$ cat src/rtl/pc_redirect_pkg.sv
`default_nettype none
// +----------------------------------------------------------------------+
// | pc_redirect_pkg: shared types and helpers for the PC redirect unit.  |
// | Rev 1.0                                                              |
// +----------------------------------------------------------------------+
package pc_redirect_pkg;

  typedef enum logic [0:0] {
    IDLE    = 1'b0,
    PENDING = 1'b1
  } state_t;

  // The 33-bit sum keeps the carry so an overflowing add clamps instead of wrapping.
  function automatic logic [31:0] sat_add(input logic [31:0] a,
                                          input logic [31:0] b,
                                          input logic [31:0] max);
    logic [32:0] sum;
    sum = {1'b0, a} + {1'b0, b};
    return (sum > {1'b0, max}) ? max : sum[31:0];
  endfunction

  function automatic int unsigned popcount(input logic [31:0] v);
    int unsigned n;
    n = 0;
    for (int i = 0; i < 32; i++) n += 32'(v[i]);
    return n;
  endfunction

endpackage
`default_nettype wire

$ cat src/rtl/pc_redirect_unit_mispredict_select.sv
`default_nettype none
// +----------------------------------------------------------------------+
// | mispredict_select: oldest-lane priority pick of mispredicted lanes.  |
// | Rev 1.0                                                              |
// +----------------------------------------------------------------------+
module mispredict_select #(
  parameter int LANES    = 2,
  parameter int PC_WIDTH = 11,
  parameter int IDX_W    = 1
) (
  input  logic [LANES-1:0]          mis_i,
  input  logic [LANES*PC_WIDTH-1:0] corr_pc_i,
  output logic                      any_mis_o,
  output logic [IDX_W-1:0]          win_idx_o,
  output logic [PC_WIDTH-1:0]       sel_pc_o,
  output logic [LANES-1:0]          younger_o
);

  always_comb begin
    win_idx_o = '0;
    // Descending scan so the lowest (oldest) mispredicting lane is the last write.
    for (int i = LANES - 1; i >= 0; i--) begin
      if (mis_i[i]) win_idx_o = IDX_W'(i);
    end
    any_mis_o = |mis_i;
    sel_pc_o  = corr_pc_i[int'(win_idx_o)*PC_WIDTH +: PC_WIDTH];
    younger_o = '0;
    for (int i = 0; i < LANES; i++) begin
      younger_o[i] = any_mis_o && (i > int'(win_idx_o));
    end
  end

endmodule
`default_nettype wire

$ cat src/rtl/pc_redirect_unit.sv
`default_nettype none
// +----------------------------------------------------------------------+
// | pc_redirect_unit: branch resolution, single redirect, flush, stats.  |
// | Rev 1.0                                                              |
// +----------------------------------------------------------------------+
module pc_redirect_unit
  import pc_redirect_pkg::*;
#(
  parameter int PC_WIDTH  = 11,
  parameter int LANES     = 2,
  parameter int CNT_WIDTH = 16
) (
  input  logic                      clk,
  input  logic                      rst_n,
  input  logic [LANES-1:0]          lane_valid,
  input  logic [LANES-1:0]          lane_is_branch,
  input  logic [LANES-1:0]          lane_prediction,
  input  logic [LANES-1:0]          lane_taken,
  input  logic [LANES*PC_WIDTH-1:0] lane_pc_plus1,
  input  logic [LANES*PC_WIDTH-1:0] lane_target,
  output logic                      redirect_valid,
  output logic [PC_WIDTH-1:0]       redirect_pc,
  input  logic                      redirect_ready,
  output logic [LANES-1:0]          flush_lanes,
  output logic                      busy,
  output logic [CNT_WIDTH-1:0]      branch_count,
  output logic [CNT_WIDTH-1:0]      mispredict_count
);

  localparam int          IDX_W   = (LANES > 1) ? $clog2(LANES) : 1;
  localparam int          POP_W   = $clog2(LANES + 1);
  localparam logic [31:0] CNT_MAX = 32'((64'd1 << CNT_WIDTH) - 64'd1);

  logic [LANES-1:0]          w_mis;
  logic [LANES*PC_WIDTH-1:0] w_corr_pc;
  logic                      w_any_mis;
  logic [IDX_W-1:0]          w_unused_win_idx;
  logic [PC_WIDTH-1:0]       w_sel_pc;
  logic [LANES-1:0]          w_younger;
  logic [LANES-1:0]          w_counted;
  logic [POP_W-1:0]          w_pop;
  logic [CNT_WIDTH-1:0]      branch_cnt_d;
  logic [CNT_WIDTH-1:0]      mis_cnt_d;

  state_t                    state_q;
  logic                      redirect_valid_q;
  logic [PC_WIDTH-1:0]       redirect_pc_q;
  logic [LANES-1:0]          flush_q;
  logic                      busy_q;
  logic [CNT_WIDTH-1:0]      branch_cnt_q;
  logic [CNT_WIDTH-1:0]      mis_cnt_q;

  for (genvar i = 0; i < LANES; i++) begin : g_lane
    assign w_mis[i] = lane_valid[i] & lane_is_branch[i] & (lane_taken[i] ^ lane_prediction[i]);
    assign w_corr_pc[i*PC_WIDTH +: PC_WIDTH] = lane_taken[i] ? lane_target[i*PC_WIDTH +: PC_WIDTH]
                                                             : lane_pc_plus1[i*PC_WIDTH +: PC_WIDTH];
  end

  mispredict_select #(
    .LANES   (LANES),
    .PC_WIDTH(PC_WIDTH),
    .IDX_W   (IDX_W)
  ) u_select (
    .mis_i    (w_mis),
    .corr_pc_i(w_corr_pc),
    .any_mis_o(w_any_mis),
    .win_idx_o(w_unused_win_idx),
    .sel_pc_o (w_sel_pc),
    .younger_o(w_younger)
  );

  // Branches younger than the winning mispredict are wrong-path and not counted.
  assign w_counted    = lane_valid & lane_is_branch & ~w_younger;
  assign w_pop        = POP_W'(popcount(32'(w_counted)));
  assign branch_cnt_d = CNT_WIDTH'(sat_add(32'(branch_cnt_q), 32'(w_pop), CNT_MAX));
  assign mis_cnt_d    = CNT_WIDTH'(sat_add(32'(mis_cnt_q), 32'd1, CNT_MAX));

  always_ff @(posedge clk or negedge rst_n) begin
    if (!rst_n) begin
      state_q          <= IDLE;
      redirect_valid_q <= 1'b0;
      redirect_pc_q    <= '0;
      flush_q          <= '0;
      busy_q           <= 1'b0;
      branch_cnt_q     <= '0;
      mis_cnt_q        <= '0;
    end else begin
      case (state_q)
        IDLE: begin
          branch_cnt_q <= branch_cnt_d;
          if (w_any_mis) begin
            state_q          <= PENDING;
            redirect_valid_q <= 1'b1;
            redirect_pc_q    <= w_sel_pc;
            flush_q          <= w_younger;
            busy_q           <= 1'b1;
            mis_cnt_q        <= mis_cnt_d;
          end else begin
            flush_q <= '0;
          end
        end
        PENDING: begin
          if (redirect_ready) begin
            state_q          <= IDLE;
            redirect_valid_q <= 1'b0;
            flush_q          <= '0;
            busy_q           <= 1'b0;
          end
        end
        default: begin
          state_q          <= IDLE;
          redirect_valid_q <= 1'b0;
          flush_q          <= '0;
          busy_q           <= 1'b0;
        end
      endcase
    end
  end

  assign redirect_valid   = redirect_valid_q;
  assign redirect_pc      = redirect_pc_q;
  assign flush_lanes      = flush_q;
  assign busy             = busy_q;
  assign branch_count     = branch_cnt_q;
  assign mispredict_count = mis_cnt_q;

endmodule
`default_nettype wire

$ cat config.mk
export PLATFORM = sky130hd
export DESIGN_NAME = pc_redirect_unit
export DESIGN_NICKNAME = d
export VERILOG_FILES = /design/src/rtl/pc_redirect_pkg.sv /design/src/rtl/pc_redirect_unit_mispredict_select.sv /design/src/rtl/pc_redirect_unit.sv
export SDC_FILE = /design/constraint.sdc
export NUM_CORES = 1
export LEC_CHECK = 0
export ABC_AREA = 1
export CORE_MARGIN = 1.5
export CORE_UTILIZATION = 46
export DETAILED_ROUTE_END_ITERATION = 7
export GPL_ROUTABILITY_DRIVEN = 0
export PLACE_DENSITY = 0.92
export SLEW_MARGIN = 20
export SYNTH_ARGS = -nofsm -noshare
export SYNTH_HDL_FRONTEND = slang
export SYNTH_SLANG_ARGS = --single-unit
$ cat constraint.sdc
create_clock -name clk -period 2.5 [get_ports clk]
set_clock_uncertainty 0.15 [all_clocks]
set_input_delay 0.375 -clock clk [delete_from_list [all_inputs] [get_ports clk]]
set_output_delay 0.375 -clock clk [all_outputs]
set_load 0.05 [all_outputs]
Yosys cells after proc, flatten, opt, wreduce, memory -nomap -nowiden
Cells that the tools add are included.
- bits in registers: 47
- bits in latches: 0
- bits in writable memories: 0
- bits in read-only memories: 0
- output and inout port bits: 47
- memories kept: 0
- $add $sub $neg: 3
- $mul: 1
- divide/modulo/power cells: 0
- order comparisons: 3
- equality and inequality tests: 2
- shift-type cells: 1
- multiplexer cells: 15
- bitwise gates (word level): 10
- reductions and logical operators: 4
- operators with widths (cell ; count):
    $gt 17x16->1 const B ; 2
    $mux 16 ; 2
    $shiftx 22x32->11 ; 1
    $mux 11 ; 2
    $add 16x1->17 const B ; 1
    $add 16x2->17 ; 1
    $mux 1 ; 6
    $mul 1x4->5 const B ; 1
    $and 1x1->1 ; 4
    $and 2x2->2 ; 2
    $mux 2 ; 2
    $pmux 1 s2 ; 2
    $pmux 2 s2 ; 1
    $reduce_and 2->1 ; 2
    $add 1x1->2 ; 1
    $ne 2x1->1 const B ; 1
    $ne 2x2->1 const B ; 1
    $not 2->2 ; 1
    $reduce_or 2->1 ; 1
    $xor 1x1->1 ; 2
    $gt 1x1->1 const A ; 1
    $logic_and 1x1->1 ; 1
    $not 1->1 ; 1

Depth between registers and ports, before layout
- depth in word-level cells: 12
- gate-level depth with buffers: 14
- depth with buffers taken out: 14

Modules after synthesis
A second synthesis with hierarchy kept.
- cell total of the unflattened synthesis: 438
- area, all modules: 3204.3 um^2
- by module, submodules not included (module ; instances ; cells an instance ; area each (um^2)):
    pc_redirect_unit ; 1 ; 395 ; 3005.4
    mispredict_select ; 1 ; 43 ; 198.9

Worst setup path before layout
Ideal clock, no wire load.
- kind: in2reg
- start: in lane_prediction[0]
- end: reg branch_cnt_q[9] (netlist: branch_count[9])
- data arrival time: 2.172 ns
- data required time: 2.223 ns
- slack: 0.051 ns
- stages: 12
- cell sequence: nor2_1 -> nor3_1 -> or2_2 -> fa_1 -> inv_1 -> nand3_1 -> nor2_1 -> inv_1 -> nor4_1 -> nand2_1 -> o21ai_0 -> nand3b_1
- longest elaborated chain between the ends: 11
- RTL lines (what ; line ; RTL):
    start, declared ; pc_redirect_unit.sv:17 ; input logic [LANES-1:0] lane_prediction,
    $xor 1x1->1 * ; pc_redirect_unit.sv:54 ; assign w_mis[i] = lane_valid[i] & lane_is_branch[i] & (lane_taken[i] ^ lane_prediction[i]);
    $and 1x1->1 * ; pc_redirect_unit.sv:54 ;
    $mux 1 ; pc_redirect_unit_mispredict_select.sv:23 ; if (mis_i[i]) win_idx_o = IDX_W'(i);
    $gt 1x1->1 ; pc_redirect_unit_mispredict_select.sv:29 ; younger_o[i] = any_mis_o && (i > int'(win_idx_o));
    $logic_and 1x1->1 * ; pc_redirect_unit_mispredict_select.sv:29 ;
    $not 2->2 * ; pc_redirect_unit.sv:73 ; assign w_counted = lane_valid & lane_is_branch & ~w_younger;
    $and 2x2->2 * ; pc_redirect_unit.sv:73 ;
    $add 1x1->2 * ; pc_redirect_pkg.sv:25 ; for (int i = 0; i < 32; i++) n += 32'(v[i]);
    $add 16x2->17 * ; pc_redirect_pkg.sv:18 ; sum = {1'b0, a} + {1'b0, b};
    $gt 17x16->1 ; pc_redirect_pkg.sv:19 ; return (sum > {1'b0, max}) ? max : sum[31:0];
    $mux 16 * ; pc_redirect_pkg.sv:19 ;
    end signal, assigned ; pc_redirect_unit.sv:90 ; branch_cnt_q <= branch_cnt_d;
    end, declared ; pc_redirect_unit.sv:50 ; logic [CNT_WIDTH-1:0] branch_cnt_q;
Mark *: on every way between the ends. The rest lies on a longest branch, timed or not.
A chain may end at the register's enable or synchronous reset.

Worst setup path after layout
- start: in lane_taken[0]
- end: reg branch_cnt_q[11] (netlist: branch_count[11])
- longest elaborated chain between the ends: 11
- RTL lines (what ; line ; RTL):
    start, declared ; pc_redirect_unit.sv:18 ; input logic [LANES-1:0] lane_taken,
    $xor 1x1->1 * ; pc_redirect_unit.sv:54 ;
    $and 1x1->1 * ; pc_redirect_unit.sv:54 ;
    $mux 1 ; pc_redirect_unit_mispredict_select.sv:23 ;
    $gt 1x1->1 ; pc_redirect_unit_mispredict_select.sv:29 ;
    $logic_and 1x1->1 * ; pc_redirect_unit_mispredict_select.sv:29 ;
    $not 2->2 * ; pc_redirect_unit.sv:73 ;
    $and 2x2->2 * ; pc_redirect_unit.sv:73 ;
    $add 1x1->2 * ; pc_redirect_pkg.sv:25 ;
    $add 16x2->17 * ; pc_redirect_pkg.sv:18 ;
    $gt 17x16->1 ; pc_redirect_pkg.sv:19 ;
    $mux 16 * ; pc_redirect_pkg.sv:19 ;
Marks and branches as above.

==> results.sh <==
export IMPL_power_w=0.00469
export IMPL_regArea_sq_um=1150
export IMPL_grt_ovfl_total=0
export IMPL_rows=29
export IMPL_synthFlopType="dfrtp_1"
export IMPL_hold_buffers=0
export IMPL_setup_ws_ns=0.0686
export IMPL_grt_pass1_wl_mm=13.8
export IMPL_cpLargestDelayFamily="simple AND/OR/NAND/NOR gates"
export IMPL_routed_wl_mm=8.31
export IMPL_rrSetupSlack_ns=0.21
export IMPL_path_cells="dlygate4sd2_1, nor2_1, nor3_1, or2_4, fa_2, inv_4, nand3_4, buf_4, nor2_1, nand3_1, nor3_1, nand3b_1"
export IMPL_antenna_cells=0
export IMPL_cp_required_ns=2.59
export IMPL_slew_headroom_pct=61.0
export IMPL_p_int_w=0.00234
export IMPL_ys_types=38
export IMPL_clk_latency_ns=0.30
export IMPL_synth_edf_count=0
export IMPL_grt_max_degree=47
export IMPL_power_share_combinational_pct=58.2
export IMPL_dp_hpwl_mm=6.09
export IMPL_cts_root_buf="clkbuf_8"
export IMPL_multi_input_area_sq_um=1690
export IMPL_peakVddDrop_mv=0.803
export IMPL_power_switching_w=0.00235
export IMPL_pin_count=102
export IMPL_arrival_ns=2.52
export IMPL_async_reset_ff_share_pct=100
export IMPL_power_switching_share_pct=50.1
export IMPL_synth_fa_ha_area_share_pct=1.92
export IMPL_synth_xor_area_share_pct=2.92
export IMPL_grt_pass1_vias=3304
export IMPL_cts_clk_slew_worst_paths_ns=0.10
export IMPL_critPathBufInv=3
export IMPL_synth_area_leaders="dfrtp_1, nand2_1, mux2i_1"
export IMPL_fp_dieW_um=83.8
export IMPL_holdWs_ns=-0.0180
export IMPL_cts_buffer_depth=2
export IMPL_die_h_um=83.8
export IMPL_finalHoldViolCount=4
export IMPL_synth_top_cell_by_area="dfrtp_1"
export IMPL_syn2layout_area_growth_pct=47.7
export IMPL_power_share_sequential_pct=27.1
export IMPL_finalSetupViolCount=0
export IMPL_worst_setup_path_type="in2reg"
export IMPL_wl_per_cell_um=13.9
export IMPL_hp_class="in2async"
export IMPL_cts_buffers=5
export IMPL_max_freq_ghz=0.411
export IMPL_path_max_fanout=4
export IMPL_syn_num_nets=465
export IMPL_antenna_found_initial=0
export IMPL_drt_pass1_iterations=5
export IMPL_final_min_clock_period_ns=2.43
export IMPL_maxCapViolCount=0
export IMPL_ys_warn_count=0
export IMPL_drv_slew=0
export IMPL_synth_top_area_share_pct=38.3
export IMPL_synth_compound_area_share_pct=9.50
export IMPL_synth_area_sq_um=3000
export IMPL_post_dp_cell_area_sq_um=4160
export IMPL_htree_levels=2
export IMPL_drc=0
export IMPL_nNetsFinal=581
export IMPL_slowest_stage="fa_2"
export IMPL_n_fill_cell=455
export IMPL_syn_mean_instance_area_sq_um=7.39
export IMPL_synth_simple_area_share_pct=31.4
export IMPL_synth_seq_cells=46
export IMPL_max_stage_delay_ns=0.38
export IMPL_grt_usage_pct=23.9
export IMPL_critPathCaptureType="flip-flop"
export IMPL_start_util_pct=47.5
export IMPL_pre_cts_ws_ns=-0.602
export IMPL_ys_seq_area_share_pct=38.3
export IMPL_synth_cells=406
export IMPL_power_clock_fraction_pct=14.8
export IMPL_finalInstanceArea_sq_um=4430
export IMPL_cts_tree="built"
export IMPL_leakage_nw=2.18
export IMPL_violations="negative hold slack"
export IMPL_status="complete, but fails checks"
export IMPL_worst_setup_path_start_kind="primary input"
export IMPL_portBuffers=100
export IMPL_min_period_over_period_pct=97.3
export IMPL_synthMuxAreaShare_pct=7.54
export IMPL_ant_nets=0
export IMPL_vias_per_cell=5.47
export IMPL_synth_top_family_by_area="simple AND/OR/NAND/NOR gates"
export IMPL_numClockSinks=46
export IMPL_floorplan_die_area_sq_um=7020
export IMPL_drt_initial_drc_count=253
export IMPL_power_density_nw_per_um2=1060
export IMPL_core_sq_um=6310
export IMPL_tightest_slew_ns=0.586
export IMPL_via_count=3280
export IMPL_final_layout_size_suffix_gt1_share_pct=13.0
-- final cells by class --
| class | instances | share of cell area [%] |
|---|---|---|
| Tap cell | 77 | 2.17 |
| Clock inverter | 2 | 1.35 |
| Timing Repair Buffer | 121 | 26.4 |
| Inverter | 48 | 4.12 |
| Sequential cell | 46 | 26.0 |
| Multi-Input combinational cell | 300 | 38.2 |
| Clock buffer | 6 | 1.86 |
-- per-layer routing --
metal | track usage (%) | share of wire [%] | vias up
li1 | - | - | 1548
met4 | 13.6 | 2.9 | 0
met2 | 42.5 | 52 | 189
met5 | 0 | 0 | -
met1 | 26.5 | 37 | 1519
met3 | 4.85 | 7.7 | 24
-- state kept, by name, indices dropped and copies added (netlist names) --
signal and cells:
branch_count 16, busy 1, flush_lanes 1, mispredict_count 16, redirect_pc 11, state_q 1
-- power by group through the flow --
stage	sequential [W]	combinational (W)	clock, W
global route	0.00131	0.00295	0.000719
detailed placement	0.00126	0.00265	0
floorplan	0.00198	0.00109	0
finish	0.00127	0.00273	0.000692
CTS	0.00125	0.00269	0.000691
global placement	0.00125	0.00258	0
-- through the flow --
stage          instances  utilization (%)  hold WS, ns  setup TNS [ns]
6_report             600             70.2      -0.0180               0
5_1_grt              600             70.2       0.0444         -0.0447
4_1_cts              599             68.9       0.0257        -0.00783
3_5_place_dp         588             65.9        0.318           -7.48
3_3_place_gp         588             65.9        0.311           -5.93
2_1_floorplan        406                -      -0.0706               0
-- synthesized netlist by cell type (3+ instances only) --
| library cell | count |
|---|---|
| o211ai_1 | 5 |
| a21oi_1 | 4 |
| inv_1 | 45 |
| nor2_1 | 42 |
| nand4_1 | 8 |
| nor3_1 | 5 |
| xor2_1 | 8 |
| mux2_2 | 5 |
| nand2_1 | 116 |
| nand3b_1 | 3 |
| buf_4 | 5 |
| or2_2 | 3 |
| buf_2 | 3 |
| mux2i_1 | 17 |
| nand2_2 | 3 |
| nand3_1 | 26 |
| nor2_2 | 5 |
| o22a_1 | 6 |
| dfrtp_1 | 46 |
| o21ai_0 | 24 |
| ha_1 | 3 |
-- path summary, 6_finish.rpt --
check                                                startpoint                               end  depth (start not counted)
worst max-delay path                              lane_taken[0]      branch_count[11]$_DFFE_PN0N_                         12
worst min-delay path                                      rst_n   mispredict_count[8]$_DFFE_PN0P_                          2
worst max register to register  mispredict_count[0]$_DFFE_PN0P_  mispredict_count[11]$_DFFE_PN0P_                         11
worst min register to register       redirect_pc[8]$_DFFE_PN0P_        redirect_pc[8]$_DFFE_PN0P_                          2
max in group asynchronous                                 rst_n   mispredict_count[3]$_DFFE_PN0P_                          2
min in group clk                     redirect_pc[8]$_DFFE_PN0P_        redirect_pc[8]$_DFFE_PN0P_                          2
-- placed cells by master (no fill, tap or decap), types with 3 or more instances in the layout --
cell type / synthesis / final
o21ai_0: 24 / 23
nand2_1: 116 / 113
clkdlybuf4s50_1: 0 / 93
nand3b_1: 3 / 3
nand2_2: 3 / 6
mux2_2: 5 / 5
a21oi_1: 4 / 4
nand4_1: 8 / 8
inv_1: 45 / 43
inv_2: 2 / 3
nand3_1: 26 / 25
o22a_1: 6 / 6
mux2i_1: 17 / 17
buf_4: 5 / 20
xor2_1: 8 / 8
nor3_1: 5 / 3
dfrtp_1: 46 / 46
nor2_1: 42 / 39
dlymetal6s2s_1: 0 / 5
o211ai_1: 5 / 5
nor2_2: 5 / 7
clkbuf_8: 0 / 6
-- repair_timing --
action,in CTS,in global routing
setup buffers,3,1
pin swaps,2,10
gates resized for setup,11,19
endpoints found under the setup margin,16,16
cloned,0,0
-- cells by family after synthesis --
group                      after synthesis
AOI/OAI and AO/OA                       47
buffers and inverters                   60
other                                    1
and+or+nand+nor                        216
adders and majority gates                4
muxes                                   22
DFF                                     46
xor gates and xnor gates                10
No activity file was read; power rests on OpenSTA's default activity.
==> RTL change (config.mk and constraints unchanged) <==
`LANES` is set to 2 in 2 places; all go to 4.
--- a/src/rtl/pc_redirect_unit_mispredict_select.sv
+++ b/src/rtl/pc_redirect_unit_mispredict_select.sv
@@ -6,3 +6,3 @@
 module mispredict_select #(
-  parameter int LANES    = 2,
+  parameter int LANES    = 4,
   parameter int PC_WIDTH = 11,
--- a/src/rtl/pc_redirect_unit.sv
+++ b/src/rtl/pc_redirect_unit.sv
@@ -9,3 +9,3 @@
   parameter int PC_WIDTH  = 11,
-  parameter int LANES     = 2,
+  parameter int LANES     = 4,
   parameter int CNT_WIDTH = 16
Interface: changed (7 resized); port bits go from 102 to 156. No check against the original RTL was run, so the function may have changed too.
==> RTL change against the unedited design <==
The run ends with negative setup slack left; area after synthesis rose by 22%; setup slack lost 740 ps; hold slack gained 53 ps; sequential cell count grew 2; largest cell class unchanged; die area is 21% higher; routed wire length increased by 52%; register-to-register slack worse by 640 ps; total power is 13% higher; design area up 31%.
==> RTL change: results (changes against the unedited design) <==
** Outcome
- Result of the run :: complete, but fails checks
- Violations in the final reports :: negative setup slack

** Worst setup path
- The slowest stage of the critical path is the sky130_fd_sc_hd__fa_1 cell.
- CP arrival :: 3220 ps (+700 ps)
- R2r startpoint :: branch_count[0]$_DFFE_PN0N_
- The logic depth of the worst register-to-register path was 13 (+2).
- The internal reg-to-reg setup slack was -430 ps (-640 ps).
- Launching element of the worst setup path :: lane_prediction[0]
- Delay of the slowest cell on the worst path :: 450 ps (+70 ps)
- Crit path capture :: branch_count[10]$_DFFE_PN0N_

** Synthesis
- The count of cell types in the netlist was 36 (-5.3%).
- The sequential area share after synthesis was 32.8% (-5.6 points).
- The synthesized area per cell is 6.44 µm² (-13%).
- Biggest area contributors in the synthesized netlist :: sky130_fd_sc_hd__dfrtp_1, sky130_fd_sc_hd__nand2_1, sky130_fd_sc_hd__nand3_1, sky130_fd_sc_hd__nor2_1, sky130_fd_sc_hd__inv_1
- Sorting the synthesized cells by how often they occur yields sky130_fd_sc_hd__nand2_1, sky130_fd_sc_hd__nor2_1, sky130_fd_sc_hd__nand3_1.
- Net count of the mapped netlist :: 682 (+47%)
- Count of yosys warnings during synthesis :: 0 (unchanged)

** Global route
- Number of global-route vias before repair :: 4508 (+36%)
- The maximum number of pins on one net before global-route repair was 40 (-15%).
- The first-pass GRT wire length is 20200 µm (+47%).
- Global-route usage over all layers :: 29.8% (+5.9 points)

** Finish
- The share of post-route cells with drive strength above 1 came to 15.3% (+2.3 points).
- FILL cells :: 550 (+21%)
- The net count of the finished layout was 859 (+48%).

** Power
- The leakage power total came to 2.77 nW (+27%).
- The switching component of the power was 0.00276 W (+18%).
- Largest vdd supply drop :: 0.359 mV (-55%)

** Timing
- The post-route worst setup slack is -675 ps (-744 ps).
- Final setup viols :: 16 (+16)
- The transition time at the pin with the least slew margin is 890 ps (+305 ps).

** Placed design
- The pre-CTS setup slack was -1270 ps (-666 ps).
- Placed Cells incl. Taps :: 835 (+42%)

** Drt
- The final routed wirelength across all metal layers was 12600 µm (+52%).
- The post-detailed-route wirelength per cell is 14.9 µm (+7.5%).
- The number of DRC markers after the initial detailed-route iteration came to 313 (+24%).
- The first-pass iteration count of the detailed router was 6 (+1).
- The routed via count divided by cell count is 5.41 (-1.0%).

** Clock network
- Maximum buffer depth of the clock tree :: 2 (unchanged)
- CTS HTree Levels :: 2 (unchanged)

** Min path
- The min-delay analysis places its worst path in the category primary input to async pin.
## RTL change: changes by cell type in the layout (fill, tap and decap cells not counted), sizes merged, moves of 8 or more
cell / before / now
inv: 47 / 65
nor2: 48 / 96
nand2: 120 / 151
buf: 22 / 45
clkdlybuf4s50: 93 / 145
nand4: 8 / 16
nand3: 27 / 79
mux2i: 17 / 0
a31oi: 1 / 11
## RTL change: routing by layer
metal / wire length (µm) / vias up / track usage [%]
met2: 6700 / 252 / 55.7
met4: 483 / 0 / 14.2
met3: 799 / 53 / 3.73
met1: 4660 / 2107 / 33.1
li1: - / 2183 / -
met5: 0 / - / 0
## RTL change: final cells by class
cell class                      instances  area [µm²]  share of cell area (%)
Multi-Input combinational cell        430        2240                    38.6
Timing Repair Buffer                  195        1870                    32.2
Sequential cell                        48        1200                    20.7
Inverter                               66         248                    4.28
Tap cell                              102         128                    2.20
Clock buffer                            5        68.8                    1.19
Clock inverter                          3        42.5                   0.735
## RTL change: power by group through the flow
stage	sequential [W]	clock, W	combinational (W)
2_1_floorplan	0.00215	0	0.00133
3_3_place_gp	0.00132	0	0.00322
3_5_place_dp	0.00133	0	0.00331
4_1_cts	0.00131	0.000576	0.00335
5_1_grt	0.00137	0.000602	0.00368
6_report	0.00133	0.000563	0.00343
## RTL change: repair_timing
| item | in CTS | in global routing |
|---|---|---|
| gates resized for setup | 33 | 14 |
| buffers inserted | 5 | 2 |
| pin swaps | 17 | 10 |
| setup endpoints to repair | 16 | 29 |
| hold endpoints to repair | 0 | 0 |
## RTL change: worst max-delay path: cells and delay by family
kind / cells / cell delay (ps)
AO/OA/AOI/OAI: 2 / 280
AND/OR/NAND/NOR: 10 / 1060
adder cells (fa/ha/maj): 3 / 1030
buffers and inverters: 4 / 460
## RTL change: logic make-up after synthesis
logic type / count (synthesis) / share of synthesized area (%)
simple gates: 366 / 45.4
buf+inv: 91 / 9.94
compound gates: 51 / 7.65
flops: 48 / 32.8
xor+xnor: 6 / 1.43
fa+ha+maj: 6 / 2.66
other cells: 1 / 0.102
## RTL change: stage by stage
step	hold WS, ps	power, W	TNS [ps]	instance area (µm²)	utilization [%]
after floorplan	-70.6	0.00348	-9030	3740	-
after global placement	314	0.00453	-16150	5560	71.9
after detailed placement	324	0.00463	-18960	5560	71.9
after CTS	62.7	0.00524	-9950	5730	74.1
after global routing	108	0.00565	-10810	5790	75.0
final	34.5	0.00532	-8680	5790	75.0
